$ cat config.mk
export PLATFORM = sky130hd
export DESIGN_NAME = dmem_ctrl
export DESIGN_NICKNAME = d
export VERILOG_FILES = /design/src/rtl/dmem_pkg.sv /design/src/rtl/dmem_align.sv /design/src/rtl/dmem_ctrl.sv
export SDC_FILE = /design/constraint.sdc
export NUM_CORES = 1
export LEC_CHECK = 0
export CELL_PAD_IN_SITES_DETAIL_PLACEMENT = 1
export CELL_PAD_IN_SITES_GLOBAL_PLACEMENT = 1
export CORE_AREA = 4 4 156 158
export CTS_CLUSTER_DIAMETER = 200
export DETAILED_ROUTE_END_ITERATION = 10
export DIE_AREA = 0 0 160 162
export DONT_BUFFER_PORTS = 1
export GPL_ROUTABILITY_DRIVEN = 0
export GPL_TIMING_DRIVEN = 0
export PLACE_DENSITY_LB_ADDON = 0.1
export SYNTH_ARGS = -nofsm -noshare
export SYNTH_HDL_FRONTEND = slang
export SYNTH_SLANG_ARGS = --single-unit
$ cat constraint.sdc
create_clock -name clka -period 2.4 [get_ports clka]
set_clock_uncertainty 0.05 [all_clocks]
set_input_delay 0.48 -clock clka [delete_from_list [all_inputs] [get_ports clka]]
set_output_delay 0.48 -clock clka [all_outputs]
set_load 0.02 [all_outputs]
$ cat src/rtl/dmem_pkg.sv
// Shared types and constants for the M-stage data-memory controller.
package dmem_pkg;

  // Controller FSM, 2-bit encoding
  typedef enum logic [1:0] {
    IDLE   = 2'd0,
    REQ    = 2'd1,
    WAIT_R = 2'd2,
    DONE   = 2'd3
  } state_t;

  // Access size codes (2'b11 behaves as a word)
  localparam logic [1:0] SZ_BYTE = 2'b00;
  localparam logic [1:0] SZ_HALF = 2'b01;
  localparam logic [1:0] SZ_WORD = 2'b10;

  localparam int DEF_TIMEOUT = 255;

  // One memory access as seen by the controller; latched whole in IDLE
  typedef struct packed {
    logic [31:0] addr;
    logic [1:0]  size;
    logic        sext;
    logic        we;
    logic [31:0] wd;
  } memReq_t;

endpackage

$ cat src/rtl/dmem_align.sv
// Byte-lane formatting: store replication/strobes, load extraction/extension,
// and misalignment detection. Purely combinational.
module dmem_align
  import dmem_pkg::*;
(
  input  logic [1:0]  addrLo,
  input  logic [1:0]  size,
  input  logic        sext,
  input  logic        isWrite,
  input  logic [31:0] wd,
  input  logic [31:0] rdRaw,
  output logic [31:0] wdata,
  output logic [3:0]  wstrb,
  output logic [31:0] rdFmt,
  output logic        misaligned
);

  logic [3:0] strbRaw;
  logic [7:0] byteSel;
  logic [15:0] halfSel;

  // Store side: replicate data across lanes, strobe only the addressed bytes
  always_comb begin
    strbRaw = 4'b1111;
    wdata   = wd;
    case (size)
      SZ_BYTE: begin
        strbRaw = 4'b0001 << addrLo;
        wdata   = {4{wd[7:0]}};
      end
      SZ_HALF: begin
        strbRaw = addrLo[1] ? 4'b1100 : 4'b0011;
        wdata   = {2{wd[15:0]}};
      end
      default: begin
        strbRaw = 4'b1111;
        wdata   = wd;
      end
    endcase
    wstrb = isWrite ? strbRaw : 4'b0000;
  end

  assign byteSel = rdRaw[{addrLo, 3'b000} +: 8];
  assign halfSel = addrLo[1] ? rdRaw[31:16] : rdRaw[15:0];

  // Load side: pick the lane and sign/zero-extend; words pass straight through
  always_comb begin
    case (size)
      SZ_BYTE: rdFmt = {{24{sext & byteSel[7]}}, byteSel};
      SZ_HALF: rdFmt = {{16{sext & halfSel[15]}}, halfSel};
      default: rdFmt = rdRaw;
    endcase
  end

  // Halves need even addresses, words (and size 11) need word alignment
  always_comb begin
    misaligned = 1'b0;
    if (size == SZ_HALF) misaligned = addrLo[0];
    else if (size[1])    misaligned = (addrLo != 2'b00);
  end

endmodule

$ cat src/rtl/dmem_ctrl.sv
// M-stage data-memory controller: req/ready + rvalid bus handshake, pipeline
// stall while an access is outstanding, timeout abort with bus_err.
module dmem_ctrl
  import dmem_pkg::*;
#(
  parameter int TIMEOUT = DEF_TIMEOUT,
  parameter int CNT_W   = 8            // 2**CNT_W must exceed TIMEOUT
) (
  input  logic        clka,
  input  logic        rst,
  input  logic        memreadM,
  input  logic        memwriteM,
  input  logic [1:0]  mem_sizeM,
  input  logic        mem_signedM,
  input  logic [31:0] alu_resultM,
  input  logic [31:0] writedataM,
  output logic [31:0] mem_rdata,
  output logic        stallM,
  output logic        adel,
  output logic        ades,
  output logic        bus_err,
  output logic        bus_req,
  output logic        bus_we,
  output logic [31:0] bus_addr,
  output logic [3:0]  bus_wstrb,
  output logic [31:0] bus_wdata,
  input  logic        bus_ready,
  input  logic        bus_rvalid,
  input  logic [31:0] bus_rdata
);

  localparam logic [CNT_W-1:0] TO_LAST = CNT_W'(TIMEOUT - 1);

  state_t           state, stateNxt;
  memReq_t          req, mReq, cur;
  logic [CNT_W-1:0] cnt;
  logic [31:0]      rdataQ;
  logic             errQ;
  logic             mAcc, start, misal;
  logic             busReqC, stallC, capture, timeout, cntClr;
  logic [31:0]      fmtWdata, fmtRdata;
  logic [3:0]       fmtStrb;

  // Reset gates the M-side request so every output is 0 while rst is low
  assign mAcc  = rst & (memreadM | memwriteM);
  assign mReq  = '{addr: alu_resultM, size: mem_sizeM, sext: mem_signedM,
                   we: memwriteM, wd: writedataM};
  // In IDLE the bus is driven straight from the M inputs; afterwards from the latch
  assign cur   = (state == IDLE) ? mReq : req;
  assign start = (state == IDLE) & mAcc & ~misal;

  dmem_align uAlign (
    .addrLo    (cur.addr[1:0]),
    .size      (cur.size),
    .sext      (cur.sext),
    .isWrite   (cur.we),
    .wd        (cur.wd),
    .rdRaw     (bus_rdata),
    .wdata     (fmtWdata),
    .wstrb     (fmtStrb),
    .rdFmt     (fmtRdata),
    .misaligned(misal)
  );

  // Next state and handshake outputs; IDLE-with-access and REQ share the branch
  always_comb begin
    stateNxt = state;
    busReqC  = 1'b0;
    stallC   = 1'b0;
    capture  = 1'b0;
    timeout  = 1'b0;
    cntClr   = 1'b0;
    case (state)
      IDLE, REQ: begin
        if (state == REQ || start) begin
          busReqC = 1'b1;
          stallC  = 1'b1;
          if (bus_ready) begin
            if (cur.we) begin
              stateNxt = DONE;
            end else if (bus_rvalid) begin
              capture  = 1'b1;
              stateNxt = DONE;
            end else begin
              stateNxt = WAIT_R;
              cntClr   = 1'b1;
            end
          end else if (state == IDLE) begin
            stateNxt = REQ;
            cntClr   = 1'b1;
          end else if (cnt == TO_LAST) begin
            timeout  = 1'b1;
            stateNxt = DONE;
          end
        end
      end
      WAIT_R: begin
        stallC = 1'b1;
        if (bus_rvalid) begin
          capture  = 1'b1;
          stateNxt = DONE;
        end else if (cnt == TO_LAST) begin
          timeout  = 1'b1;
          stateNxt = DONE;
        end
      end
      DONE:    stateNxt = IDLE;
      default: stateNxt = IDLE;
    endcase
  end

  // State register
  always_ff @(posedge clka or negedge rst) begin
    if (!rst) state <= IDLE;
    else      state <= stateNxt;
  end

  // Request latch: captured only on the IDLE cycle, so it is stable while waiting for ready
  always_ff @(posedge clka or negedge rst) begin
    if (!rst)       req <= '0;
    else if (start) req <= mReq;
  end

  // Timeout counter: cleared entering REQ/WAIT_R, counts cycles spent there
  always_ff @(posedge clka or negedge rst) begin
    if (!rst)                                   cnt <= '0;
    else if (cntClr)                            cnt <= '0;
    else if (state == REQ || state == WAIT_R)   cnt <= cnt + 1'b1;
  end

  // Load result register; zeroed at the start of each access and on timeout
  always_ff @(posedge clka or negedge rst) begin
    if (!rst)                    rdataQ <= '0;
    else if (capture)            rdataQ <= fmtRdata;
    else if (start || timeout)   rdataQ <= '0;
  end

  // bus_err is a one-cycle pulse coinciding with the DONE after a timeout
  always_ff @(posedge clka or negedge rst) begin
    if (!rst) errQ <= 1'b0;
    else      errQ <= timeout;
  end

  assign bus_req   = busReqC;
  assign stallM    = stallC;
  assign bus_we    = busReqC & cur.we;
  assign bus_addr  = busReqC ? {cur.addr[31:2], 2'b00} : 32'd0;
  assign bus_wstrb = busReqC ? fmtStrb : 4'd0;
  assign bus_wdata = busReqC ? fmtWdata : 32'd0;
  assign mem_rdata = (state == DONE) ? rdataQ : 32'd0;
  assign bus_err   = errQ;
  assign adel      = (state == IDLE) & mAcc & misal & ~memwriteM;
  assign ades      = (state == IDLE) & mAcc & misal & memwriteM;

endmodule

[Word-level counts from Yosys, hierarchy flattened]
Index checks and enable logic that the tools add are counted.
Cells by class
  add/subtract/negate cells: 1
  equal/unequal tests: 6
  shift operators: 2
  multiplexer cells: 45
  bitwise logic cells: 12
  reductions and logical operators: 9
Operators with widths (number)
  2-to-1 mux 32 bit: 5
  one-hot mux 32 bit (2 select lines): 2
  2-to-1 mux 68 bit: 1
  variable part select 32 x 6 -> 8 bit: 1
  2-to-1 mux 1 bit: 21
  2-to-1 mux 16 bit: 1
  2-to-1 mux 8 bit: 2
  2-to-1 mux 4 bit: 3
  2-to-1 mux 2 bit: 5
  bitwise AND 1 bit: 9
  adder 8 x 1 -> 8 bit, second input constant: 1
  equality test 8 bit, second input constant: 1
  one-hot mux 4 bit (2 select lines): 1
  one-hot mux 1 bit (2 select lines): 3
  one-hot mux 2 bit (3 select lines): 1
  nonzero test 2 bit: 3
  equality test 2 x 1 -> 1 bit, second input constant: 2
  equality test 2 bit, second input constant: 2
  zero test 2 bit: 2
  << shifter 1 x 2 -> 4 bit, first input constant: 1
  logical OR 1 bit: 3
  inequality test 2 bit, second input constant: 1
  inverter 1 bit: 2
  OR reduction 2 bit: 1
  bitwise OR 1 bit: 1
Word-level totals
  flip-flop bits (word level): 111
  output and inout port bits: 106
  logic and storage cells: 84

[Logic depth before layout (Yosys ltp)]
Gate-level depths: netlist of the first run.
  depth after elaboration: 13
  gate-level depth with buffers: 12

[Modules after synthesis]
Synthesis of the first run repeated with hierarchy kept, for this count alone.
Unflattened totals
  cell total of the unflattened synthesis: 756
  area, all modules: 7370.8 µm²
By module, submodules not included
  dmem_ctrl: times used 1, cells each 562, area an instance 6107.1 µm², sequential area each 2777.7 µm²
  dmem_align: times used 1, cells each 194, area an instance 1263.7 µm², sequential area each 0.0 µm²

[Least setup slack after synthesis of the first run]
OpenSTA, ideal clock, no wires.
  path type: reg-to-output
  start point: register state[1]
  end point: output port bus_wdata[31]
  arrival time: 2.435 ns
  required time: 1.870 ns
  setup slack: -0.565 ns
  cell stages (with the launch flop): 11
  cell sequence: dfrtp_1 > inv_1 > ha_1 > buf_6 > buf_6 > buf_4 > mux2i_1 > buf_2 > buf_2 > a211oi_1 > a211oi_1
On the way
  word-level cells in the longest chain between the ends: 11
  elaborated cells on any way between the ends: 17
  those cells by class: eq/ne: 2; mux: 7; bitwise: 3; reduce/logical: 5
RTL lines
  from (decl): RTL line dmem_ctrl.sv:34  | state_t state, stateNxt;
  from (signal assigned): RTL line dmem_ctrl.sv:115  | else state <= stateNxt;
  zero test 2 bit: RTL line dmem_ctrl.sv:49, dmem_ctrl.sv:50, dmem_ctrl.sv:73
  2-to-1 mux 68 bit: RTL line dmem_ctrl.sv:49  | assign cur = (state == IDLE) ? mReq : req;
  nonzero test 2 bit: RTL line dmem_align.sv:59  | else if (size[1]) misaligned = (addrLo != 2'b00);
  2-to-1 mux 1 bit: RTL line dmem_align.sv:59
  2-to-1 mux 1 bit: RTL line dmem_align.sv:58  | if (size == SZ_HALF) misaligned = addrLo[0];
  inverter 1 bit: RTL line dmem_ctrl.sv:50  | assign start = (state == IDLE) & mAcc & ~misal;
  bitwise AND 1 bit: RTL line dmem_ctrl.sv:50
  logical OR 1 bit: RTL line dmem_ctrl.sv:75  | if (state == REQ || start) begin
  2-to-1 mux 1 bit: RTL line dmem_ctrl.sv:75
  2-to-1 mux 1 bit: RTL line dmem_ctrl.sv:73  | case (state)
  2-to-1 mux 32 bit (*): RTL line dmem_ctrl.sv:149  | assign bus_wdata = busReqC ? fmtWdata : 32'd0;
  to (decl): RTL line dmem_ctrl.sv:26  | output logic [31:0] bus_wdata,
Every way passes the cells marked *; elsewhere a longest branch is shown, timed or not.

[Worst setup path after layout of the first run]
  start point: register state[1]
  end point: output port bus_wdata[8]
Same word-level chain as after synthesis.

==> summary.md, run 1 <==
| Metric | Value |
|---|---|
| Syn-to-layout area delta | `53.06%` |
| Pre-CTS WS | `-0.8547 ns` |
| Maxcap violations | `0` |
| Post-synthesis instance area | `approximately 6800 um^2` |
| Nets@finish | `between 800 and 900` |
| Vias in the first global route | `6,346` |
| Number of cells produced by synthesis | `659` |
| H-tree Lvls | `3` |
| Highest achievable clock rate | `between 0.3 and 0.4 GHz` |
| Clock tree from TritonCTS | `built` |
| Setup CP Type | `reg -> out` |
| Synthesized flop and latch total | `111` |
| Ant. Diodes | `0` |
| Post-route design area | `10,390 um^2` |
| Largest family of logic cells by synthesized area | `multiplexers` |
| Maximum clock path buffer count | `2` |
| Estimated wirelength of the detail-placed design | `17,640 um` |
| Primary FF master, synth | `sky130_fd_sc_hd__dfrtp_1` |
| Top cells by area in the synthesized netlist | `sky130_fd_sc_hd__dfrtp_1 41%, sky130_fd_sc_hd__mux2_2 13%, sky130_fd_sc_hd__mux2i_1 7.8%, sky130_fd_sc_hd__nor2_1 4.8%, sky130_fd_sc_hd__a211oi_1 3.0%` |
| Total count of max-transition violations in the final report | `0` |
| Floorplan row count | `56` |
| Number of ports placed on the die boundary | `211` |
| Outcome | `complete, but fails checks` |
| HP Class | `in -> async` |
| Post-synth cell types | `59` |
| Required time at the endpoint of the critical path | `1.87 ns` |
| Router iterations before antenna repair | `4` |
| Worst supply voltage drop on vdd | `approximately 640 uV` |
| Synthesis Warnings | `0` |
| DRC | `0` |
| Worst setup SP type | `register` |
| Maximum number of pins on one net before global-route repair | `113` |
| Layout fillers | `2,367` |
| Num Clock Sinks | `about 110` |
| Starting Density | `0.2935` |
| Endpoint kind of the worst setup timing path | `primary output` |
| Total track usage | `0.1941` |
| Post-synthesis sequential area ratio | `0.4093` |
| Synth Area in Compound Gates | `0.1630` |
| Setup repair after global routing missed its margin | `yes` |
| Number of buffers added on ports | `0` |
| Area fraction of the dominant cell type after synthesis | `0.4093` |
| Final Hold Vio Count | `111` |
| Num CTS Buffers | `9` |
| Actual transition at the worst max-transition pin | `~0.57 ns` |
| Worst slack on hold paths | `-0.2492 ns` |
| Finish-stage setup viols | `84` |
| Wire length of the first global-routing pass | `39,350 um` |
| Leading area contributor after synthesis | `sky130_fd_sc_hd__dfrtp_1` |
| Total wire length | `between 20,000 and 30,000 um` |
| Violations in the final reports | `hold timing, setup timing` |
| Initial DRC count | `210` |
| Share of synthesized registers carrying an async set or reset | `1.000` |
| Overall die height | `between 150 and 200 um` |
| Basic-gate share of the synthesized area counting and, or, nand and nor cells | `0.1392` |
| Total power after layout | `0.01734 W` |
| Routed wire per std cell | `24.49 um` |
| Root Buffer | `sky130_fd_sc_hd__clkbuf_16` |
| Worst Reg2Reg Path Length in Cells | `12` |
| Share of synthesized cell area in full adder, half adder and majority cells | `0.01106` |
| Horizontal die dimension | `approximately 160 um` |
| Reg clk slew, reported paths | `0.08 ns` |
| Arrival time worst endpoint | `2.45 ns` |
| Xor and xnor area share after synthesis | `0.009034` |
| Standard cell area after detailed placement | `7777 um^2` |
| Average footprint of a synthesized cell | `approximately 10 um^2` |
| Core area | `23,120 um^2` |
| Share of cells above drive strength 1 | `0.5580` |
| Power density over cell area | `1669 nW/um^2` |
| Source-to-sink clock delay at the later pin of the worst-skew pair | `around 0.36 ns` |
| Post-route fraction of the period consumed by the critical path | `1.241` |
| Leakage power of the design | `4.036 nW` |
| Number of flops mapped to enable cells by yosys | `0` |
| Crit path time final | `2.979 ns` |
| Area enclosed by the die boundary | `between 20,000 and 30,000 um^2` |
| Post-synthesis mux area share | `0.2085` |
| Via density per instance | `5.399` |
| Total gr overflow | `0` |
| Headroom to the max-slew limit | `0.6201` |
| Antenna violations before repair | `0` |
| Final setup margin | `-0.5788 ns` |
| Critical-path maximum fanout | `7` |
| Vias after detailed routing | `roughly 5,700` |
| Number of routed nets with antenna violations | `0` |
## power breakdown
part	internal (W)	leakage, nW	switching [W]
Combinational	0.00566	2.49	0.00645
Clock	0.00104	0.172	0.000792
Sequential	0.00273	1.38	0.000666
Total	0.00943	4.04	0.00791
## final timing paths
kind	end	slack [ns]	start
max in group asynchronous	req[15]$_DFFE_PN0P_	2.32	rst
worst min register to register	rdataQ[0]$_DFFE_PN0P_	0.45	rdataQ[0]$_DFFE_PN0P_
min in group clka	req[33]$_DFFE_PN0P_	0.21	mem_signedM
worst min-delay path	rdataQ[21]$_DFFE_PN0P_	-0.25	rst
worst max-delay path	bus_wdata[8]	-0.58	state[1]$_DFFE_PN0P_
worst max register to register	rdataQ[5]$_DFFE_PN0P_	-0.13	state[1]$_DFFE_PN0P_
## area by class of cell
class	instances	area (um^2)	area share
Multi-Input combinational cell	466	5166	0.4973
Tap cell	290	362.8	0.03493
Timing Repair Buffer	86	1026	0.09877
Clock buffer	9	225.2	0.02168
Inverter	36	142.6	0.01373
Clock inverter	7	127.6	0.01229
Sequential cell	111	2780	0.2676
Buffer	43	556.8	0.05360
## Yosys cell counts (5+ instances only)
library cell                count
sky130_fd_sc_hd__buf_4          6
sky130_fd_sc_hd__a22o_1         7
sky130_fd_sc_hd__mux2_2        76
sky130_fd_sc_hd__o21ai_0        6
sky130_fd_sc_hd__nor3_1        12
sky130_fd_sc_hd__o22ai_1        7
sky130_fd_sc_hd__ha_1           6
sky130_fd_sc_hd__xor2_1         6
sky130_fd_sc_hd__o2bb2ai_1     15
sky130_fd_sc_hd__mux2i_1       53
sky130_fd_sc_hd__and2_1        32
sky130_fd_sc_hd__a211oi_1      27
sky130_fd_sc_hd__o32ai_1        7
sky130_fd_sc_hd__a21oi_1       17
sky130_fd_sc_hd__nor2b_1       12
sky130_fd_sc_hd__a32oi_1       10
sky130_fd_sc_hd__o32ai_2       10
sky130_fd_sc_hd__inv_1         36
sky130_fd_sc_hd__buf_6          5
sky130_fd_sc_hd__clkbuf_1       9
sky130_fd_sc_hd__nor2_1        87
sky130_fd_sc_hd__dfrtp_1      111
sky130_fd_sc_hd__buf_2         25
sky130_fd_sc_hd__nand2_1       22
sky130_fd_sc_hd__a221oi_1       7
## per-stage QoR
stage,util,TNS [ns],instances
floorplan,-,-11.69,660
global placement,0.3364,-72.91,950
detailed placement,0.3364,-79.72,950
CTS,0.4246,-34.91,1021
global route,0.4492,-41.96,1048
finish,0.4492,-34.08,1048
## metal layers
metal	vias to the layer above	wire length, um	global-route usage
li1	2546	-	-
met1	2916	10290	0.2354
met2	166	13120	0.3370
met3	30	1801	0.06191
met4	0	456	0.04732
met5	-	0	0
## critical path, cell delays in order (launching register included)
cell and delay [ns]:
sky130_fd_sc_hd__dfrtp_2 0.39, sky130_fd_sc_hd__inv_4 0.05, sky130_fd_sc_hd__ha_4 0.20, sky130_fd_sc_hd__or3_4 0.35
sky130_fd_sc_hd__o21a_4 0.14, sky130_fd_sc_hd__a21oi_4 0.19, sky130_fd_sc_hd__nor2_4 0.10, sky130_fd_sc_hd__buf_6 0.15
sky130_fd_sc_hd__buf_12 0.14, sky130_fd_sc_hd__a211oi_4 0.37
## cell families after synthesis
family,after synthesis
flip-flops,111
other,1
AO/OA/AOI/OAI,130
multiplexers,131
AND/OR/NAND/NOR,190
XOR/XNOR,7
adder cells (fa/ha/maj),6
buffers and inverters,83
## registers in the layout (all words and copies together), names as in the netlist
| signal | cells |
|---|---|
| req | 68 |
| cnt | 8 |
| state | 2 |
| rdataQ | 32 |
| bus_err | 1 |
## cell usage in the layout (no fill, tap or decap), types with 5 or more instances in the layout
cell / Yosys / final
sky130_fd_sc_hd__a21oi_2: 0 / 7
sky130_fd_sc_hd__clkbuf_16: 0 / 13
sky130_fd_sc_hd__buf_8: 0 / 10
sky130_fd_sc_hd__buf_12: 0 / 17
sky130_fd_sc_hd__inv_1: 36 / 32
sky130_fd_sc_hd__mux2i_2: 1 / 13
sky130_fd_sc_hd__mux2i_1: 53 / 15
sky130_fd_sc_hd__nand2_1: 22 / 19
sky130_fd_sc_hd__o22ai_2: 0 / 7
sky130_fd_sc_hd__o32ai_2: 10 / 15
sky130_fd_sc_hd__a22o_1: 7 / 7
sky130_fd_sc_hd__a21oi_4: 2 / 5
sky130_fd_sc_hd__nor2b_4: 0 / 8
sky130_fd_sc_hd__nor2_1: 87 / 48
sky130_fd_sc_hd__mux2i_4: 0 / 26
sky130_fd_sc_hd__o2bb2ai_1: 15 / 12
sky130_fd_sc_hd__nor3_4: 2 / 13
sky130_fd_sc_hd__buf_4: 6 / 54
sky130_fd_sc_hd__a221oi_2: 0 / 5
sky130_fd_sc_hd__mux2_2: 76 / 70
sky130_fd_sc_hd__dfrtp_1: 111 / 109
sky130_fd_sc_hd__buf_16: 0 / 8
sky130_fd_sc_hd__nor2_4: 0 / 38
sky130_fd_sc_hd__mux2_4: 1 / 7
sky130_fd_sc_hd__and2_1: 32 / 32
sky130_fd_sc_hd__a32oi_1: 10 / 10
sky130_fd_sc_hd__buf_6: 5 / 26
sky130_fd_sc_hd__a211oi_4: 1 / 27
sky130_fd_sc_hd__xor2_1: 6 / 6
sky130_fd_sc_hd__a21oi_1: 17 / 7
## what timing repair did
item / in CTS / in global routing
pin swaps: 57 / 45
cloned: 7 / 4
endpoints found under the hold margin: 111 / 111
setup endpoints to repair: 201 / 197
buffers inserted: 51 / 29
resized for setup: 237 / 71
No activity file was read; power rests on OpenSTA's default activity.
==> inputs of run 2 (changes only) <==
CAP_MARGIN = 20   (was default)
==> results of run 2 <==
Same layout as run 1: the final DEF is identical, and so are final timing and power.
